### src/rtl/hazard_scoreboard.sv
// -----------------------------------------------------------------------------
// hazard_scoreboard
//
// RAW-hazard scoreboard for the decode stage. Each architectural register has
// a small countdown holding the number of cycles until its in-flight result
// reaches a forwardable point. Decode sees a combinational stall whenever a
// source operand is not yet forwardable. An early consumer (branch, JR/JALR)
// needs the value in ID, so any non-zero count stalls it. A normal consumer
// picks the value up from the forwarding network one stage later, so it only
// stalls while the count is above one. A saturating counter records the
// number of stalled, unheld cycles for performance monitoring.
//
// Ports
//   clk_i           clock, all state updates on the rising edge
//   rst_i           asynchronous active-high reset
//   issue_valid_i   a valid instruction sits in ID
//   issue_wr_en_i   the ID instruction writes a register
//   issue_rd_i      destination register index
//   issue_lat_i     producer latency (0 ALU, 1 load, >1 slow/multicycle)
//   src1_valid_i    source 1 is actually read
//   src1_i          source 1 register index
//   src2_valid_i    source 2 is actually read
//   src2_i          source 2 register index
//   src_early_i     consumer needs its operands in ID
//   pipe_hold_i     backend frozen; countdowns hold, no issue accepted
//   flush_id_i      ID instruction squashed this cycle
//   stall_o         hold IF/ID and inject a bubble (combinational)
//   pending_o       bit r set while register r has a non-zero countdown
//   stall_cycles_o  saturating count of stalled, unheld cycles
// -----------------------------------------------------------------------------
module hazard_scoreboard #(
    parameter int NUM_REGS = 8,
    parameter int REG_W    = 3,
    parameter int MAX_LAT  = 3,
    parameter int LAT_W    = 2,
    parameter int CNT_W    = 3,
    parameter int PERF_W   = 16
) (
    input  logic                clk_i,
    input  logic                rst_i,
    input  logic                issue_valid_i,
    input  logic                issue_wr_en_i,
    input  logic [REG_W-1:0]    issue_rd_i,
    input  logic [LAT_W-1:0]    issue_lat_i,
    input  logic                src1_valid_i,
    input  logic [REG_W-1:0]    src1_i,
    input  logic                src2_valid_i,
    input  logic [REG_W-1:0]    src2_i,
    input  logic                src_early_i,
    input  logic                pipe_hold_i,
    input  logic                flush_id_i,
    output logic                stall_o,
    output logic [NUM_REGS-1:0] pending_o,
    output logic [PERF_W-1:0]   stall_cycles_o
);

    logic [CNT_W-1:0]  cnt_q [NUM_REGS];
    logic [CNT_W-1:0]  cnt_d [NUM_REGS];
    logic [PERF_W-1:0] perf_q;
    logic [PERF_W-1:0] perf_d;

    logic [CNT_W-1:0]  src1_cnt_s;
    logic [CNT_W-1:0]  src2_cnt_s;
    logic [CNT_W-1:0]  lat_clip_s;
    logic [CNT_W-1:0]  issue_val_s;
    logic              hz1_s;
    logic              hz2_s;
    logic              stall_s;
    logic              accept_s;

    // Early consumers need the value now; others can take it off the bypass
    // one cycle later, so a count of exactly one is still safe for them.
    function automatic logic src_hazard(input logic             vld,
                                        input logic             early,
                                        input logic [CNT_W-1:0] c);
        logic hz;
        if (early) begin
            hz = (c != {CNT_W{1'b0}});
        end else begin
            hz = (c > CNT_W'(1));
        end
        return vld & hz;
    endfunction

    // Look up source countdowns; indices beyond the register file never hazard.
    always_comb begin
        src1_cnt_s = {CNT_W{1'b0}};
        src2_cnt_s = {CNT_W{1'b0}};
        if (32'(src1_i) < 32'(NUM_REGS)) begin
            src1_cnt_s = cnt_q[src1_i];
        end else begin
            src1_cnt_s = {CNT_W{1'b0}};
        end
        if (32'(src2_i) < 32'(NUM_REGS)) begin
            src2_cnt_s = cnt_q[src2_i];
        end else begin
            src2_cnt_s = {CNT_W{1'b0}};
        end
    end

    // Hazard detection, stall and issue acceptance (all on the old counts).
    always_comb begin
        hz1_s    = src_hazard(src1_valid_i, src_early_i, src1_cnt_s);
        hz2_s    = src_hazard(src2_valid_i, src_early_i, src2_cnt_s);
        stall_s  = issue_valid_i & ~flush_id_i & (hz1_s | hz2_s);
        accept_s = issue_valid_i & ~stall_s & ~pipe_hold_i & ~flush_id_i;
    end

    // Countdown loaded on issue: clipped latency plus one cycle to forward.
    always_comb begin
        lat_clip_s = {CNT_W{1'b0}};
        if (32'(issue_lat_i) > 32'(MAX_LAT)) begin
            lat_clip_s = CNT_W'(MAX_LAT);
        end else begin
            lat_clip_s = CNT_W'(issue_lat_i);
        end
        issue_val_s = lat_clip_s + CNT_W'(1);
    end

    // Next-state countdowns: hold wins, then a new issue, then decrement.
    // An out-of-range destination matches no entry, so its write is dropped.
    always_comb begin
        cnt_d = cnt_q;
        for (int r = 0; r < NUM_REGS; r++) begin
            if (pipe_hold_i) begin
                cnt_d[r] = cnt_q[r];
            end else if (accept_s && issue_wr_en_i && (issue_rd_i == REG_W'(r))) begin
                cnt_d[r] = issue_val_s;
            end else if (cnt_q[r] != {CNT_W{1'b0}}) begin
                cnt_d[r] = cnt_q[r] - CNT_W'(1);
            end else begin
                cnt_d[r] = cnt_q[r];
            end
        end
    end

    // Next-state stall-cycle counter, saturating at all ones.
    always_comb begin
        perf_d = perf_q;
        if (stall_s && !pipe_hold_i && (perf_q != {PERF_W{1'b1}})) begin
            perf_d = perf_q + PERF_W'(1);
        end else begin
            perf_d = perf_q;
        end
    end

    // Countdown and performance-counter registers.
    always_ff @(posedge clk_i or posedge rst_i) begin
        if (rst_i) begin
            for (int r = 0; r < NUM_REGS; r++) begin
                cnt_q[r] <= {CNT_W{1'b0}};
            end
            perf_q <= {PERF_W{1'b0}};
        end else begin
            cnt_q  <= cnt_d;
            perf_q <= perf_d;
        end
    end

    // Pending flags straight from the countdown registers.
    always_comb begin
        pending_o = {NUM_REGS{1'b0}};
        for (int r = 0; r < NUM_REGS; r++) begin
            pending_o[r] = (cnt_q[r] != {CNT_W{1'b0}});
        end
    end

    assign stall_o        = stall_s;
    assign stall_cycles_o = perf_q;

endmodule

### config.mk
export PLATFORM = sky130hd
export DESIGN_NAME = hazard_scoreboard
export DESIGN_NICKNAME = d
export VERILOG_FILES = /design/src/rtl/hazard_scoreboard.sv
export SDC_FILE = /design/constraint.sdc
export NUM_CORES = 1
export LEC_CHECK = 0
export CAP_MARGIN = 15
export CORE_ASPECT_RATIO = 0.5
export CORE_MARGIN = 1
export CORE_UTILIZATION = 54
export CTS_CLUSTER_SIZE = 16
export DETAILED_ROUTE_END_ITERATION = 8
export PLACE_DENSITY = 0.85
export SYNTH_ARGS = -nofsm -noshare
export SYNTH_HDL_FRONTEND = slang
export SYNTH_SLANG_ARGS = --single-unit
### constraint.sdc
create_clock -name clk_i -period 3.97 [get_ports clk_i]
set_input_delay 1.191 -clock clk_i [delete_from_list [all_inputs] [get_ports clk_i]]
set_output_delay 1.191 -clock clk_i [all_outputs]
set_load 0.005 [all_outputs]
# After elaboration in Yosys (flattened, before gate mapping)
# Cells that the tools add are included.
# word_totals
ff_bits	40
in_bits	20
output_inout_bits	25
# classes
n_addsub	10
order_cmp	4
eq_ne	8
mux	24
bitwise_logic	13
reduce_logical	39
# op_table
op	n
$mux 3	20
$reduce_bool 3->1	10
$sub 3x1->3 const B	8
$bmux 3 s3	2
$add 16x1->16 const B	1
$ne 16x16->1 const B	1
$reduce_and 2->1	8
$reduce_bool 2->1	8
$eq 3x3->1 const B	4
$logic_and 1x1->1	11
$ge 4x4->1 const B	2
$not 3->4	2
$and 1x1->1	7
$eq 3x2->1 const B	2
$gt 3x1->1 const B	2
$add 2x1->3 const B	1
$eq 3x1->1 const B	1
$logic_not 3->1	1
$not 1->1	3
$mux 1	2
$logic_not 1->1	1
$or 1x1->1	1

# Depth between registers and ports, before layout
# logic_depth
ltp_word	17
mapped_depth	10

# Worst setup path before layout
# No wires, ideal clock.
# synth_timing
path_kind	input to output
from	in src2_i[0]
to	out stall_o
arrival_ns	2.367
t_required_ns	2.779
path_slack_ns	0.412
cell_stages	7
path_buffers	2
path_cell_list	buf_6 > nor3b_2 > o221ai_1 > o21ai_1 > a221o_1 > buf_6 > a21oi_1
# synth_between
elab_chain_len	9
elab_cells_between_ends	10
cone_classes	order compare (1); mux (4); bitwise (4); reduce/logical (1)
# synth_rtl
item	line_no	source
start, declared	48	input logic [REG_W-1:0] src2_i,
$not 3->4 (implied by the code) (*)	95	src2_cnt_s = cnt_q[src2_i];
$bmux 3 s3 (*)	95	
$mux 3 (implied by the code) (*) (2 in series)	95	
$gt 3x1->1 / $reduce_bool 3->1 (equally long branches)	80, 78	
$mux 1 (*)	77	if (early) begin
$and 1x1->1 (*)	82	return vld & hz;
$or 1x1->1 (*)	105	stall_s = issue_valid_i & ~flush_id_i & (hz1_s | hz2_s);
$and 1x1->1 (*)	105	
end, declared	52	output logic stall_o,
# Every way passes the cells marked *; elsewhere a longest branch is shown, timed or not. The select of a mux whose other input is x is not followed.

# Worst setup path after layout
# Ends and elaborated chain as after synthesis.

==> Flow_metrics.wiki <==
{| class="wikitable"
! Metric !! Value
|-
| Run status || finished clean
|-
| Average footprint of a synthesized cell || 8.91 sq um
|-
| Number of buffers added by the clock tree synthesis step || 5
|-
| Via/cell ratio || 5.96
|-
| Pre-Repair DR Iteration Count || 4
|-
| Largest fanout on the critical path || 5
|-
| Count of placed standard cells in the final layout, fillers left out || 442
|-
| Post-placement setup slack || -0.490 ns
|-
| Worst hold slack across all endpoints || 0.490 ns
|-
| Area after detailed placement || about 3400 sq um
|-
| Effective utilization at floorplan || 0.572
|-
| Unrepaired setup endpoints after global routing || no
|-
| Count of flip-flops with a built-in enable after synthesis || 0
|-
| Final wirelength || 7.25 mm
|-
| Register-to-Register Path Depth || 7
|-
| Hold Vio Cnt, Final || 0
|-
| Sort of element at the start of the critical path || input pin
|-
| Total design power || between 1.5 and 2 mW
|-
| Compound-gate portion of the synthesized area || 0.173
|-
| Global-route wire length before repair || roughly 12 mm
|-
| Antenna diode instance count || 0
|-
| Area share of and/or/nand/nor cells after synthesis || 0.261
|-
| Hold wc startpoint || stall_cycles_o[12]
|-
| Clk sinks || 40
|-
| Largest net degree at the start of global routing || 41
|-
| Launch point of the worst reg-to-reg path || cnt_q[20]
|-
| Post-synthesis sequential area ratio || 0.347
|-
| Ports placed on the boundary || 45
|-
| Top library cells by usage in the layout, fill and taps aside || 40 x sky130_fd_sc_hd__dfrtp_1, 40 x sky130_fd_sc_hd__clkdlybuf4s50_1, 33 x sky130_fd_sc_hd__nor2_1
|-
| Fraction of the cycle the final worst path needs || 0.976
|-
| Fmax || around 260 MHz
|-
| Number of nets with antenna violations after routing || 0
|-
| NumNets Final || 409
|-
| Share of post-route cells with drive strength above 1 || 0.0914
|-
| Placed cell count || 433
|-
| Crit path arrival time || 2.68 ns
|-
| Maximum ir drop on the vdd rail || 0.410 mV
|-
| Xor/xnor share of the synthesized area || 0.0455
|-
| Yosys warns || 0
|-
| Final worst path period need || 3.88 ns
|-
| Number of input and output port buffers inserted || between 40 and 50
|-
| Dpl hpwl || 5.31 mm
|-
| Die span in x || 105 um
|-
| H-tree lvl count || 2
|-
| Number of antenna violations at the first check in global routing || 0
|-
| Post-synthesis mux area share || 0.0338
|-
| Max transition margin || 0.637
|-
| Post-synthesis async set-or-reset flop share || 1.00
|-
| Combinational family with the most area after synthesis || simple AND/OR/NAND/NOR gates
|-
| Required time at the endpoint of the critical path || 2.78 ns
|-
| Root buffer cell || sky130_fd_sc_hd__clkbuf_8
|-
| Hold Crit Class || reg2reg
|-
| Average routed wire per standard cell || 16.4 um
|-
| Launching instance or port of the critical path || src2_i[0]
|-
| Total power divided by cell area || 509 nW/um^2
|-
| Transition at the pin with the smallest max-transition slack || 0.544 ns
|-
| MaxCap Viol Count || 0
|-
| Synthesized netlist cell count || 324
|-
| Global Route Usage Sum || 0.275
|-
| Crit path capture type || output port
|-
| Area share of fa/ha/maj cells after synthesis || 0.0780
|-
| Std cell rows || 18
|-
| Count of unique library cells instantiated by Yosys || 52
|-
| Remaining routing DRC violations || 0
|-
| Clk slew on worst S/H paths || ~0.090 ns
|-
| Maximum clock skew at final layout || around 0.0057 ns
|-
| Static Leakage || 1.56 nW
|-
| Utilization after layout || 0.697
|-
| Aggregate global routing overflow || 0
|-
| Vias in the first global route || 2431
|-
| Max Buffers Root-to-Sink || 2
|-
| Final setup violation count || 0
|-
| Dominant register cell in the synthesized netlist || sky130_fd_sc_hd__dfrtp_1
|-
| Area Growth Syn to Fin || 21.8%
|-
| Die Area || between 5000 and 6000 sq um
|-
| Height of the die || 53.7 um
|-
| Number of register bits inferred by synthesis || 40
|-
| Core footprint || 5040 sq um
|-
| Classification of the worst setup path || in2out
|-
| Post-Synthesis Cell Area || 2890 sq um
|-
| GPL Wtd Cong || 0.836
|-
| Sum of negative setup slack || 0 ns
|-
| Vias post-DR || 2633
|-
| Post-Synthesis Net Count || 362
|-
| Worst Slack Setup Final || ~0.094 ns
|-
| Skew-Pair Late Insertion Delay || 0.31 ns
|-
| DRC violation total after the first TritonRoute iteration || 184
|-
| Worst hold path cell count || 1
|-
| TritonCTS clock tree || yes
|-
| Number of max-slew violations in the final report || 0
|-
| Final std cell area, no fill || between 3000 and 4000 sq um
|}
worst paths after layout:
path | slack [ns] | to
max in group asynchronous | 2.30 | cnt_q[14]
worst max-delay path | 0.09 | stall_o
worst min register to register | 0.49 | stall_cycles_o[12]
worst max register to register | 1.69 | stall_cycles_o[1]
min in group asynchronous | 1.30 | stall_cycles_o[1]
worst min-delay path | 0.49 | stall_cycles_o[12]
power breakdown:
group / total [mW] / leakage (nW) / switching, mW / internal [mW]
sequential: 0.718 / 0.478 / 0.184 / 0.534
clock: 0.366 / 0.0614 / 0.160 / 0.206
combinational: 0.707 / 1.02 / 0.323 / 0.384
cells in the mapped netlist (5+ instances only):
master | count | share of area
sky130_fd_sc_hd__nand3_1 | 15 | 0.026
sky130_fd_sc_hd__o21ai_0 | 18 | 0.031
sky130_fd_sc_hd__mux2i_1 | 6 | 0.021
sky130_fd_sc_hd__o221a_2 | 7 | 0.027
sky130_fd_sc_hd__nor2_1 | 33 | 0.043
sky130_fd_sc_hd__clkbuf_1 | 5 | 0.0065
sky130_fd_sc_hd__dfrtp_1 | 40 | 0.35
sky130_fd_sc_hd__o21a_1 | 5 | 0.013
sky130_fd_sc_hd__nor2b_1 | 8 | 0.017
sky130_fd_sc_hd__and3_1 | 17 | 0.037
sky130_fd_sc_hd__inv_1 | 25 | 0.032
sky130_fd_sc_hd__xnor2_1 | 13 | 0.039
sky130_fd_sc_hd__nor4b_1 | 7 | 0.021
sky130_fd_sc_hd__nand2b_1 | 12 | 0.026
sky130_fd_sc_hd__a21oi_1 | 7 | 0.012
sky130_fd_sc_hd__o22ai_1 | 5 | 0.011
sky130_fd_sc_hd__nand2_1 | 16 | 0.021
sky130_fd_sc_hd__ha_1 | 18 | 0.078
sky130_fd_sc_hd__o211ai_1 | 7 | 0.018
sky130_fd_sc_hd__nand4_1 | 8 | 0.017
final cells by class:
class                           instances  area (sq um)
Inverter                               25          93.8
Sequential cell                        40          1000
Clock inverter                          2          38.8
Fill cell                             411          1530
Timing Repair Buffer                   53           500
Clock buffer                            6          82.6
Tap cell                               70          87.6
Multi-Input combinational cell        246          1710
worst max-delay path, stage by stage:
cell	delay [ns]
sky130_fd_sc_hd__dlygate4sd2_1	0.27
sky130_fd_sc_hd__buf_2	0.16
sky130_fd_sc_hd__nor3b_2	0.15
sky130_fd_sc_hd__o221ai_1	0.16
sky130_fd_sc_hd__o21ai_1	0.09
sky130_fd_sc_hd__a221o_1	0.40
sky130_fd_sc_hd__a21oi_2	0.14
sky130_fd_sc_hd__buf_2	0.13
flip-flops by register name, indices dropped and copies added (netlist names):
signal	cells
stall_cycles_o	16
cnt_q	24
kinds of logic after synthesis:
group	Yosys count
compound gates	69
xor+xnor	15
fa+ha+maj	18
buf+inv	38
flops	40
mux	8
simple gates	136
metal layers:
| layer | routed length (um) | global-route usage | up-vias |
|---|---|---|---|
| met2 | 3480 | 0.498 | 78 |
| li1 | - | - | 1270 |
| met1 | 3180 | 0.342 | 1274 |
| met3 | 484 | 0.0617 | 11 |
| met4 | 107 | 0.0798 | 0 |
| met5 | 0 | 0 | - |
repair_timing:
action | CTS | global route
endpoints found under the setup margin | 1 | 1
pin swaps | 1 | 2
setup buffers | 0 | 0
cloned | 1 | 0
gates resized for setup | 7 | 2
hold buffers | 0 | 0
Note: power is estimated with default switching activity, not from simulation.
